==> src/rtl/square_wave_analyzer_pkg.sv <==
// Shared types and constants for the square-wave analyzer: FSM states,
// default sizing and the control/status register map it feeds.
package square_wave_analyzer_pkg;

  typedef enum logic [1:0] {
    IDLE      = 2'd0,
    SYNC      = 2'd1,
    MEAS_HIGH = 2'd2,
    MEAS_LOW  = 2'd3
  } state_t;

  localparam int CNT_W_DEFAULT    = 24;
  localparam int DEBOUNCE_DEFAULT = 4;

  // Register indices inside the CustomInstrument control/status block.
  localparam int REG_THR_HI     = 0;
  localparam int REG_THR_LO     = 1;
  localparam int REG_CTRL       = 2;
  localparam int REG_HIGH       = 3;
  localparam int REG_LOW        = 4;
  localparam int REG_PERIOD     = 5;
  localparam int REG_EDGE_COUNT = 6;
  localparam int REG_FLAGS      = 7;

  localparam int FLAG_TIMEOUT_BIT = 0;
  localparam int CTRL_ENABLE_BIT  = 0;
  localparam int CTRL_CLEAR_BIT   = 1;

endpackage

==> src/rtl/square_wave_analyzer_hyst_debounce.sv <==
// Sample register, signed hysteresis comparator and debounce filter that turn
// the ADC stream into a clean level with same-cycle rise/fall strobes.
module square_wave_analyzer_hyst_debounce
  import square_wave_analyzer_pkg::*;
#(
  parameter int DEBOUNCE = DEBOUNCE_DEFAULT
) (
  input  logic        clk,
  input  logic        reset,
  input  logic [15:0] i_sample,
  input  logic [15:0] i_thr_hi,
  input  logic [15:0] i_thr_lo,
  output logic        o_level,
  output logic        o_rise,
  output logic        o_fall
);

  localparam int RUN_W = (DEBOUNCE > 1) ? $clog2(DEBOUNCE) : 1;
  localparam logic [RUN_W-1:0] RUN_LAST = RUN_W'(DEBOUNCE - 1);
  localparam logic [RUN_W-1:0] RUN_ONE  = RUN_W'(1);

  logic [15:0]      r_sample;
  logic             r_raw;
  logic             r_level;
  logic [RUN_W-1:0] r_run;
  logic             w_accept;

  // Strobes fire in the cycle the new level is committed, so the consumer
  // sees the edge on the same clock that the level register flips.
  assign w_accept = (r_raw != r_level) && (r_run == RUN_LAST);
  assign o_level  = r_level;
  assign o_rise   = w_accept && r_raw;
  assign o_fall   = w_accept && !r_raw;

  always_ff @(posedge clk) begin
    if (reset) begin
      r_sample <= '0;
      r_raw    <= 1'b0;
      r_level  <= 1'b0;
      r_run    <= '0;
    end else begin
      r_sample <= i_sample;
      if ($signed(r_sample) >= $signed(i_thr_hi)) begin
        r_raw <= 1'b1;
      end else if ($signed(r_sample) <= $signed(i_thr_lo)) begin
        r_raw <= 1'b0;
      end
      if (w_accept) begin
        r_level <= r_raw;
        r_run   <= '0;
      end else if (r_raw != r_level) begin
        r_run <= r_run + RUN_ONE;
      end else begin
        r_run <= '0;
      end
    end
  end

endmodule

==> src/rtl/square_wave_analyzer.sv <==
// Square-wave analyzer: measures high/low/period of the debounced level in
// clk cycles, counts rising edges and flags counter saturation.
module square_wave_analyzer
  import square_wave_analyzer_pkg::*;
#(
  parameter int CNT_W    = CNT_W_DEFAULT,
  parameter int DEBOUNCE = DEBOUNCE_DEFAULT
) (
  input  logic             clk,
  input  logic             reset,
  input  logic             i_enable,
  input  logic             i_clear,
  input  logic [15:0]      i_sample_in,
  input  logic [15:0]      i_thr_hi,
  input  logic [15:0]      i_thr_lo,
  output logic             o_level,
  output logic             o_rise_pulse,
  output logic             o_meas_valid,
  output logic [CNT_W-1:0] o_high_cycles,
  output logic [CNT_W-1:0] o_low_cycles,
  output logic [CNT_W:0]   o_period_cycles,
  output logic [31:0]      o_edge_count,
  output logic             o_timeout
);

  localparam logic [CNT_W-1:0] CNT_ONE = CNT_W'(1);
  localparam logic [CNT_W-1:0] CNT_MAX = {CNT_W{1'b1}};

  state_t           r_state;
  logic [CNT_W-1:0] r_hcnt;
  logic [CNT_W-1:0] r_lcnt;
  logic [CNT_W-1:0] r_high;
  logic             w_level;
  logic             w_rise;
  logic             w_fall;
  logic             w_count_edge;

  square_wave_analyzer_hyst_debounce #(
    .DEBOUNCE(DEBOUNCE)
  ) u_hyst_debounce (
    .clk      (clk),
    .reset    (reset),
    .i_sample (i_sample_in),
    .i_thr_hi (i_thr_hi),
    .i_thr_lo (i_thr_lo),
    .o_level  (w_level),
    .o_rise   (w_rise),
    .o_fall   (w_fall)
  );

  assign o_level      = w_level;
  assign w_count_edge = w_rise && i_enable && (r_state != IDLE);

  // Rising edges are counted in every active state; a clear landing on the
  // same cycle as an edge leaves the count at one rather than zero.
  always_ff @(posedge clk) begin
    if (reset) begin
      r_state         <= IDLE;
      r_hcnt          <= '0;
      r_lcnt          <= '0;
      r_high          <= '0;
      o_rise_pulse    <= 1'b0;
      o_meas_valid    <= 1'b0;
      o_high_cycles   <= '0;
      o_low_cycles    <= '0;
      o_period_cycles <= '0;
      o_edge_count    <= '0;
      o_timeout       <= 1'b0;
    end else begin
      o_rise_pulse <= w_count_edge;
      o_meas_valid <= 1'b0;
      if (!i_enable) begin
        r_state <= IDLE;
        r_hcnt  <= '0;
        r_lcnt  <= '0;
      end else begin
        case (r_state)
          IDLE: r_state <= SYNC;
          SYNC: begin
            if (w_rise) begin
              r_hcnt  <= CNT_ONE;
              r_state <= MEAS_HIGH;
            end
          end
          MEAS_HIGH: begin
            if (w_fall) begin
              r_high  <= r_hcnt;
              r_hcnt  <= '0;
              r_lcnt  <= CNT_ONE;
              r_state <= MEAS_LOW;
            end else if (r_hcnt == CNT_MAX) begin
              o_timeout <= 1'b1;
              r_hcnt    <= '0;
              r_state   <= SYNC;
            end else begin
              r_hcnt <= r_hcnt + CNT_ONE;
            end
          end
          MEAS_LOW: begin
            if (w_rise) begin
              o_high_cycles   <= r_high;
              o_low_cycles    <= r_lcnt;
              o_period_cycles <= {1'b0, r_high} + {1'b0, r_lcnt};
              o_meas_valid    <= 1'b1;
              r_lcnt          <= '0;
              r_hcnt          <= CNT_ONE;
              r_state         <= MEAS_HIGH;
            end else if (r_lcnt == CNT_MAX) begin
              o_timeout <= 1'b1;
              r_lcnt    <= '0;
              r_state   <= SYNC;
            end else begin
              r_lcnt <= r_lcnt + CNT_ONE;
            end
          end
          default: r_state <= IDLE;
        endcase
      end
      if (i_clear) begin
        o_edge_count <= w_count_edge ? 32'd1 : 32'd0;
        o_timeout    <= 1'b0;
      end else if (w_count_edge) begin
        o_edge_count <= o_edge_count + 32'd1;
      end
    end
  end

endmodule

==> config.mk <==
export PLATFORM = sky130hd
export DESIGN_NAME = square_wave_analyzer
export DESIGN_NICKNAME = d
export VERILOG_FILES = /design/src/rtl/square_wave_analyzer_pkg.sv /design/src/rtl/square_wave_analyzer_hyst_debounce.sv /design/src/rtl/square_wave_analyzer.sv
export SDC_FILE = /design/constraint.sdc
export NUM_CORES = 1
export LEC_CHECK = 0
export ABC_CLOCK_PERIOD_IN_PS = 4250
export CAP_MARGIN = 20
export CORE_UTILIZATION = 60
export CTS_BUF_LIST = sky130_fd_sc_hd__clkbuf_8
export CTS_CLUSTER_SIZE = 16
export DETAILED_ROUTE_END_ITERATION = 10
export GPL_TIMING_DRIVEN = 0
export HOLD_SLACK_MARGIN = 0.08
export PLACE_DENSITY = 0.88
export SLEW_MARGIN = 10
export SYNTH_ARGS = -nofsm -noshare
export SYNTH_HDL_FRONTEND = slang
export SYNTH_SLANG_ARGS = --single-unit
==> constraint.sdc <==
create_clock -name clk -period 4.25 [get_ports clk]
set_input_delay 0.6375 -clock clk [delete_from_list [all_inputs] [get_ports clk]]
set_output_delay 0.6375 -clock clk [all_outputs]
set_load 0.03 [all_outputs]
==> results of run 1 <==
## logic make-up (layout without fill, tap and decap cells)
group | after synthesis | count (layout) | share of synthesized area, %
AOI/OAI and AO/OA | 244 | 244 | 14.8
xor gates and xnor gates | 79 | 79 | 7.00
adders and majority gates | 61 | 61 | 7.80
buffers and inverters | 98 | 318 | 4.27
DFF | 202 | 202 | 40.9
muxes | 2 | 2 | 0.203
other | 0 | 1 | 0
and+or+nand+nor | 528 | 528 | 25.1
## routing by layer
layer,vias to the layer above,global-route usage (%)
met5,-,0
met1,4452,40.9
met3,82,5.37
li1,4583,-
met4,0,16.4
met2,354,55.2
## critical path, stage by stage, from the launching register on
cell      delay [ns]
dfxtp_1         0.38
ha_1            0.25
fa_1            0.43
a211oi_1        0.31
o21ai_1         0.22
nand4_1         0.17
o311ai_2        0.16
o221ai_1        0.36
xor2_1          0.11
a211oi_1        0.23
## final cells by class
class | count | share of cell area, %
antenna | 1 | 0.0201
buffer | 50 | 1.94
clock buffer | 43 | 4.75
clock inverter | 17 | 0.834
inverter | 48 | 1.45
multi-input combinational | 914 | 43.5
sequential | 202 | 32.5
tap | 216 | 2.17
timing repair buffer | 160 | 12.9
## registers in the layout, indices dropped and copies added (netlist names)
name / flops
r_state: 2
o_low_cycles: 24
o_meas_valid: 1
o_high_cycles: 24
u_hyst_debounce.r_run: 2
r_lcnt: 24
o_timeout: 1
r_hcnt: 24
u_hyst_debounce.r_raw: 1
r_high: 24
o_period_cycles: 25
u_hyst_debounce.o_level: 1
o_edge_count: 32
u_hyst_debounce.r_sample: 16
o_rise_pulse: 1
## how the worst max path moves through the flow
| stage | to | depth (start not counted) | start | slack, ns |
|---|---|---|---|---|
| floorplan | o_period_cycles[20] | 9 | r_lcnt[0] | 2.01 |
| global placement | o_edge_count[22] | 9 | i_enable | 1.50 |
| detailed placement | o_edge_count[22] | 9 | i_enable | 1.43 |
| CTS | o_period_cycles[20] | 9 | r_lcnt[0] | 1.63 |
| global route | o_period_cycles[8] | 8 | u_hyst_debounce.r_run[0] | 1.39 |
| finish | o_period_cycles[20] | 9 | r_lcnt[0] | 1.52 |
## synthesized netlist by cell type, types with 5 or more instances
| master | instances | area, sq um |
|---|---|---|
| xnor2_1 | 38 | 333 |
| ha_1 | 60 | 751 |
| nand2_1 | 224 | 841 |
| nor2_1 | 123 | 462 |
| dfxtp_1 | 202 | 4040 |
| a21o_1 | 8 | 60.1 |
| buf_1 | 7 | 26.3 |
| nand2b_1 | 5 | 31.3 |
| xor2_1 | 41 | 359 |
| a211oi_1 | 6 | 45.0 |
| o21a_1 | 5 | 37.5 |
| clkbuf_1 | 28 | 105 |
| inv_1 | 48 | 180 |
| buf_2 | 8 | 40.0 |
| and4_1 | 10 | 87.6 |
| o211ai_1 | 7 | 52.6 |
| or3_1 | 10 | 62.6 |
| nand3_1 | 48 | 240 |
| nor3_1 | 8 | 40.0 |
| and3_1 | 15 | 93.8 |
| o21ai_0 | 38 | 190 |
| nor2b_1 | 23 | 144 |
| nand4_1 | 33 | 206 |
| a21oi_1 | 138 | 691 |
## per-stage QoR
stage | cell area, sq um | hold WS, ns | total power, mW | utilization, %
2_1_floorplan | 9890 | 0.397 | 2.05 | -
3_3_place_gp | 11800 | 0.406 | 2.12 | 73.5
3_5_place_dp | 11800 | 0.419 | 2.13 | 73.5
4_1_cts | 12500 | 0.427 | 3.87 | 77.8
5_1_grt | 12500 | 0.453 | 3.98 | 77.8
6_report | 12500 | 0.422 | 3.85 | 77.8
## layout by cell type (no fill, tap or decap), types with 10 or more instances in the layout
cell type	count
a21oi_1	138
and3_1	15
and4_1	10
clkbuf_1	28
clkbuf_8	44
clkdlybuf4s50_1	160
dfxtp_1	202
ha_1	60
inv_1	60
nand2_1	224
nand3_1	48
nand4_1	33
nor2_1	123
nor2b_1	23
o21ai_0	38
or3_1	10
xnor2_1	38
xor2_1	41
## power by group through the flow
stage | registers [mW] | logic (mW) | clock network, mW
6_report | 1.91 | 0.179 | 1.76
2_1_floorplan | 1.95 | 0.0949 | 0
3_3_place_gp | 1.95 | 0.170 | 0
5_1_grt | 1.91 | 0.198 | 1.87
3_5_place_dp | 1.95 | 0.176 | 0
4_1_cts | 1.91 | 0.178 | 1.77
==> results by group, run 1 <==
Run status
  • Status: finished, final reports clean

Worst setup path
  • Critical Path Source Type: flip-flop
  • R2r worst-path depth: 9
  • Max FO, Critical Path: 6
  • Worst setup path class: reg2reg
  • Req. time, crit path: 4.68 ns
  • Reg-to-reg slack, setup: 1.52 ns
  • RR Endpoint: o_period_cycles[20]
  • RR Startpoint: r_lcnt[0]
  • Setup crit end kind: flip-flop
  • Crit path DAT: 3.16 ns

STA
  • Slew @ Worst Pin: 0.766 ns
  • Final setup TNS: 0 ns
  • Fmax: around 0.37 GHz
  • Clk_skew: 0.0156 ns
  • Min Tclk post-route: 2.73 ns
  • Period utilisation layout: 64.3%
  • Final hold viol count: 0
  • RSZ-0062 raised after global routing: false
  • Final setup viols: 0
  • Slew Viols, Final: 0
  • Max_slew headroom: 48.9%
  • Final Worst Setup Slack: around 1.5 ns

GRT
  • Vias in the first global route: a little under 9,000
  • Global Route Usage Sum: roughly a third
  • GRT overflow: 0
  • Largest net degree at the start of global routing: 11
  • Initial antenna violation count: 1
  • First-pass GRT wire length: 43.7 mm

Finish
  • Syn-to-layout area delta: 26.0%
  • Fillers: 1,166
  • Nets@finish: 1,524
  • Post-Layout Cell Count: between 1,500 and 2,000
  • Layout cells sized above 1: slightly above 6%
  • Multi-input combinational cell area: 5420 sq um
  • Sequential cell area: 4040 sq um

Detailed routing
  • WL/cell: roughly 17 um
  • Final WL: 27.5 mm
  • Number of DRC markers in iteration 0: 700
  • Vias post-DR: 9,471
  • Post-route DRC: 0
  • Routed wl met3: between 1.5 and 2 mm
  • Final ANT Viol Nets: 0
  • DR top layer: met4
  • Vias per cell: 5.74
  • WL met2: between 10 and 15 mm
  • Wl on met1: 11.5 mm
  • First-pass DRT Iterations: 5

Clock network
  • Clock slew at reported path FFs: approximately 0.06 ns
  • Post-CTS sizing: 0
  • CTS Root Cell: clkbuf_8
  • Clock sinks: about 200
  • Post-CTS Hold Fix Bufs: 0
  • Post-CTS setup buffers: 0
  • Htree depth: 2
  • Worst skew pair latency: 0.53 ns
  • CTS tree: done
  • CTS max path bufs: 3
  • CTS buffer count: 35

Placed design
  • Final GP Congestion: ~0.95
  • Dpl cells: 1,590
  • # port buffers: 160
  • DP Worst Slack: 1.43 ns
  • Post-DP HPWL: 20.4 mm

Logic synthesis
  • Register area share after synthesis: roughly two fifths
  • Distinct cell type count after synthesis: 71
  • Syn Inst Count: 1,214
  • Ys flop type: dfxtp_1
  • Synthesized area: 9890 sq um
  • Net count after synthesis: 1,327
  • Ys async rst share: 0%
  • Ys Warns: 0
  • Syn avg cell area: 8.14 sq um
  • FF+latch count, synth: 202
  • Post-synth EDFFs: 0

Job
  • Max_cap viols: 0

Floorplan
  • Core area: approximately 16,000 sq um
  • Die W: around 130 um
  • Initial Util: roughly 62%
  • I/O Pins: between 150 and 200
  • Die area: 17,000 sq um
  • FP Rows: 46
  • Die Ht: 130 um

Power
  • Clock share of power: 45.7%
  • NetSw: 0.886 mW
  • Reg power frac: 49.7%
  • Net Sw Frac: 23.0%
  • Max VDD drop: approximately 0.24 mV
  • PD cells: just over 300 nW/um^2
  • Int Power: 2.97 mW
  • Combinational power share: 4.6%
  • Leak Pwr: approximately 4.7 nW

Hold path
  • Hold Crit Endpoint: u_hyst_debounce.r_run[0]
  • Hold depth: 1
  • Hold WC Path Type: reg2reg
  • Worst Min Path Start: u_hyst_debounce.r_run[0]
(Power assumes the default switching activity.)
==> run 2: changes to the inputs <==
- ABC_CLOCK_PERIOD_IN_PS: 4250 -> 2800
- CORE_UTILIZATION: 60 -> 56
- PLACE_DENSITY: 0.88 -> 0.83
- clock period: 4.25 -> 2.8 ns (I/O delays scaled with it)
==> results by group, run 2 (synthesis results as in run 1) <==
Run status
  • Status: finished, final reports clean

Floorplan
  • I/O Pins: 161
  • Initial Util: 57.2%
  • Die W: ~130 um
  • Core area: around 17,000 sq um
  • Die area: 18,200 sq um
  • FP Rows: 48
  • Die Ht: roughly 130 um

Detailed routing
  • WL/cell: 16.4 um
  • Post-route DRC: 0
  • Final ANT Viol Nets: 0
  • Vias per cell: 5.61
  • Vias post-DR: 9,290
  • First-pass DRT Iterations: 7
  • Final WL: 27.1 mm
  • Number of DRC markers in iteration 0: 654

Clock network
  • Worst skew pair latency: 0.53 ns
  • CTS Root Cell: clkbuf_8
  • Clock sinks: 202
  • Htree depth: 2
  • CTS tree: done
  • Clock slew at reported path FFs: around 0.06 ns
  • Post-CTS Hold Fix Bufs: 0
  • CTS max path bufs: 3
  • CTS buffer count: 34
  • Post-CTS setup buffers: 0
  • Post-CTS sizing: 0

STA
  • Final hold viol count: 0
  • Slew Viols, Final: 0
  • Final setup TNS: 0 ns
  • Period utilisation layout: 94.1%
  • Final setup viols: 0
  • Clk_skew: 0.0185 ns
  • RSZ-0062 raised after global routing: false
  • Fmax: between 0.3 and 0.4 GHz
  • Worst hold margin: 0.427 ns
  • Min Tclk post-route: about 2.6 ns
  • Slew @ Worst Pin: 0.734 ns
  • Max_slew headroom: 51.1%

Worst setup path
  • RR Startpoint: r_lcnt[0]
  • Worst setup path class: reg2reg
  • Max FO, Critical Path: 6
  • RR Endpoint: o_period_cycles[18]
  • Req. time, crit path: 3.19 ns
  • Worst Setup EP: o_period_cycles[18]
  • Setup crit end kind: flip-flop
  • Critical path origin: r_lcnt[0]
  • Crit path DAT: 3.03 ns
  • R2r worst-path depth: 9
  • Critical Path Source Type: flip-flop
  • Reg-to-reg slack, setup: 0.16 ns

Hold path
  • Hold WC Path Type: reg2reg
  • Worst Min Path Start: u_hyst_debounce.r_run[0]

Finish
  • Commonest non-fill, non-tap cell in the layout: nand2_1
  • Finished Cell Area: about 12,000 sq um
  • Fillers: 1,448
  • Biggest register: o_edge_count
  • Commonest cells after routing, fill and taps aside: 224 x nand2_1, 202 x dfxtp_1, 160 x clkdlybuf4s50_1, 138 x a21oi_1, 123 x nor2_1
  • Post-layout util: 71.9%
  • Nets@finish: about 1,500
  • Syn-to-layout area delta: 25.7%
  • Regs by FF count: o_edge_count (32), o_period_cycles (25)
  • Layout cells sized above 1: about 6.2%
  • Largest register FFs: 32

GRT
  • Vias in the first global route: 8,796
  • First-pass GRT wire length: 43.5 mm
  • Largest net degree at the start of global routing: 11
  • Initial antenna violation count: 0
  • Global Route Usage Sum: 30.2%
  • GRT overflow: 0

Power
  • PD cells: 459 nW/um^2
  • Max VDD drop: 0.398 mV
  • Leak Pwr: 4.64 nW

Placed design
  • # port buffers: 160
  • Post-Place Cell Area: 11,800 sq um
  • Post-DP HPWL: 20.4 mm
  • Final GP Congestion: between 0.9 and 1

Job
  • Max_cap viols: 0
run 2: layer usage:
metal  wire length, um  vias up  track usage [%]
met2             12500      326             49.5
met4               940        0             12.9
met3              1820       74             5.37
met5                 0        -                0
met1             11800     4314             39.1
li1                  -     4576                -
run 2: how the worst min path moves through the flow:
stage	end	depth (start not counted)	slack, ns
2_1_floorplan	u_hyst_debounce.r_run[0]	1	0.40
3_3_place_gp	u_hyst_debounce.r_run[0]	1	0.41
3_5_place_dp	u_hyst_debounce.r_run[0]	1	0.41
4_1_cts	u_hyst_debounce.r_run[0]	1	0.42
5_1_grt	u_hyst_debounce.r_run[0]	1	0.44
6_report	u_hyst_debounce.r_run[0]	1	0.43
run 2: area by class of cell:
cell class                 instances  area (sq um)  area share, %
clock buffer                      40           551           4.43
timing repair buffer             160          1600           12.9
multi-input combinational        914          5440           43.7
tap                              225           282           2.27
inverter                          48           180           1.45
buffer                            50           241           1.94
clock inverter                    15          91.3          0.735
antenna                            1          2.50         0.0201
sequential                       202          4040           32.5
run 2: critical path, cell delays in order (launching register included):
cell and delay (ns):
dfxtp_1 0.46, ha_1 0.23, fa_1 0.27, a211oi_2 0.11
o21ai_1 0.36, nand3_1 0.22, o21ai_2 0.34, a21oi_1 0.13
xnor2_1 0.26, o21ai_0 0.13
run 2: through the flow:
step           instances  total power [mW]  setup WS (ns)
6_report            1655              5.71          0.165
5_1_grt             1654              5.90         0.0546
4_1_cts             1654              5.75          0.128
2_1_floorplan       1214              3.11          0.557
3_5_place_dp        1599              3.24          0.157
3_3_place_gp        1599              3.22          0.237
run 2: power by group:
group | total [mW] | switching [mW] | internal, mW
Sequential | 2.90 | 0.0129 | 2.89
Clock | 2.54 | 1.15 | 1.38
Combinational | 0.269 | 0.137 | 0.132
==> patch: new RTL, flow settings as in run 2 <==
Remove the register `o_rise_pulse`: a continuous assignment takes its place, so the output `o_rise_pulse` follows one clock earlier.
--- a/src/rtl/square_wave_analyzer.sv
+++ b/src/rtl/square_wave_analyzer.sv
@@ -60,5 +60,4 @@
       r_lcnt          <= '0;
       r_high          <= '0;
-      o_rise_pulse    <= 1'b0;
       o_meas_valid    <= 1'b0;
       o_high_cycles   <= '0;
@@ -68,5 +67,4 @@
       o_timeout       <= 1'b0;
     end else begin
-      o_rise_pulse <= w_count_edge;
       o_meas_valid <= 1'b0;
       if (!i_enable) begin
@@ -126,4 +124,6 @@
   end
 
+  assign o_rise_pulse = w_count_edge;
+
 endmodule
 
Check against the original RTL: same outputs for any inputs over 4 cycles, from zero or initial values and one cycle with reset high; that may be too few to reach the edited logic, so the function may still have changed.
==> patch against run 2 <==
Sequential cell count down 1. Worst setup slack lost 100 ps. Routed wire length increased by 3.3%. Sequential power about the same. Synthesized area increased by 0.94%. Cell area grew 1.5%. Largest cell class unchanged. Synthesized cell count rose by 0.66%. Core utilization up 0.81 points. Critical path type unchanged. Critical path depth did not move. Power rose by 4.0%.
==> patch: results (changes against run 2) <==
stage,metric,value,unit,change
placed_design,dp.cells,1606,,+0.44%
timing,tightestPinTransition,775.5,ps,+41.23 ps
detailed_routing,drtIter0Drc,646,,-1.2%
cells_and_area,drive_above_1_share,0.06949,,+0.007911
synth,postSynthAreaPerCell,8.166,um^2,+0.28%
run_status,outcome,"complete, no violations",,
clock_network,cts_htree_levels,1,,-1
global_routing,grt_pass1_vias,8714,,-0.93%
cells_and_area,final-instance-count-excl-fill,1664,,+0.54%
clock_network,cts_max_path_buffers,3,,unchanged
power_and_ir_drop,ir_worst_vdd,0.3901,mV,-1.9%
placed_design,placed_cell_area,0.01185,mm^2,+0.70%
synth,synth_xor_xnor_area_share,0.06495,,-0.005038
clock_network,clkLatencyLatePin,580,ps,+50 ps
cells_and_area,fin_nets,1528,,+0.33%
synth,netlist_top_cells_area,"dfxtp_1 (40%), nand2_1 (8.7%), ha_1 (7.5%), a21oi_1 (6.9%), xor2_1 (4.0%)",,
placed_design,hpwl,20.99,mm,+2.8%
placed_design,gp_congestion,0.9416,,+0.13%
setup_path,arrival,3250,ps,+220 ps
setup_path,critPathSlowestCell,fa_1,,
detailed_routing,drt_first_pass_iters,5,,-2
placed_design,dp_slack,-137.2,ps,-294.2 ps
power_and_ir_drop,p_leak,4.746,nW,+2.4%
setup_path,crit_path_max_incr_delay,400,ps,-60 ps
setup_path,path_max_fanout,7,,+1
placed_design,portBuffers,159,,-0.63%
synth,synthTopCellsByCount,"nand2_1 (230), dfxtp_1 (201), a21oi_1 (137)",,
clock_network,numCtsBuffers,31,,-8.8%
synth,syn-num-nets,1335,,+0.60%
timing,clock_skew,16.84,ps,-1.652 ps
synth,synth_cell_types,80,,+13%
global_routing,grt_max_degree,16,,+5
synth,synth-seq-area-share,0.4033,,-0.005802
min_path,hp-class,input port to register,,
synth,synth_adder_area_share,0.07724,,-0.0007234
global_routing,gr-usage-all-layers,0.2996,,-0.002440
global_routing,grt_pass1_wl,43.49,mm,about the same
cells_and_area,insertedDiodeCount,0,,-1
cells_and_area,num-fill-cells,1352,,-6.6%
detailed_routing,routed_wl,27.98,mm,+3.3%
synth,synthMuxAreaShare,0.004138,,+0.002113
patch: changes by cell type after synthesis, sizes merged, moves of 6 or more:
cell / change
nor2: -19
xnor2: -10
clkbuf: +8
nand4: -8
and2: +7
nand2: +6
patch: timing repair:
action,4_1_cts,5_1_grt
pin swaps,3,3
buffers inserted,0,1
setup endpoints to repair,3,5
gates resized for setup,6,3
patch: cell families (layout without fill, tap and decap cells):
family                     Yosys count  after routing
xor gates and xnor gates            74             74
adders and majority gates           61             61
AOI/OAI and AO/OA                  251            251
buffers and inverters              100            317
DFF                                201            201
and+or+nand+nor                    531            531
muxes                                4              4
patch: final timing paths:
check	startpoint	end	slack [ps]	depth (start not counted)
max	r_lcnt[0]	o_period_cycles[18]	60	9
min	i_sample_in[0]	u_hyst_debounce.r_sample[0]	390	2
max reg2reg	r_lcnt[0]	o_period_cycles[18]	60	9
min reg2reg	u_hyst_debounce.r_run[0]	u_hyst_debounce.r_run[0]	420	1
patch: metal layers:
layer / global-route usage / part of all wire
met3: 0.04789 / 0.080
met5: 0 / 0
met2: 0.4906 / 0.45
met1: 0.3903 / 0.43
met4: 0.1286 / 0.037
patch: final cells by class:
type | instances | area, um^2 | area share
buffer | 56 | 230.2 | 0.01825
clock buffer | 45 | 619.3 | 0.04911
clock inverter | 12 | 105.1 | 0.008333
inverter | 44 | 165.2 | 0.01310
multi-input combinational | 921 | 5588 | 0.4431
sequential | 201 | 4025 | 0.3191
tap | 225 | 281.5 | 0.02232
timing repair buffer | 160 | 1598 | 0.1267
patch: power breakdown:
part / total, mW / internal (mW) / switching [mW]
clock network: 2.77 / 1.60 / 1.17
logic: 0.272 / 0.130 / 0.142
registers: 2.89 / 2.88 / 0.0166
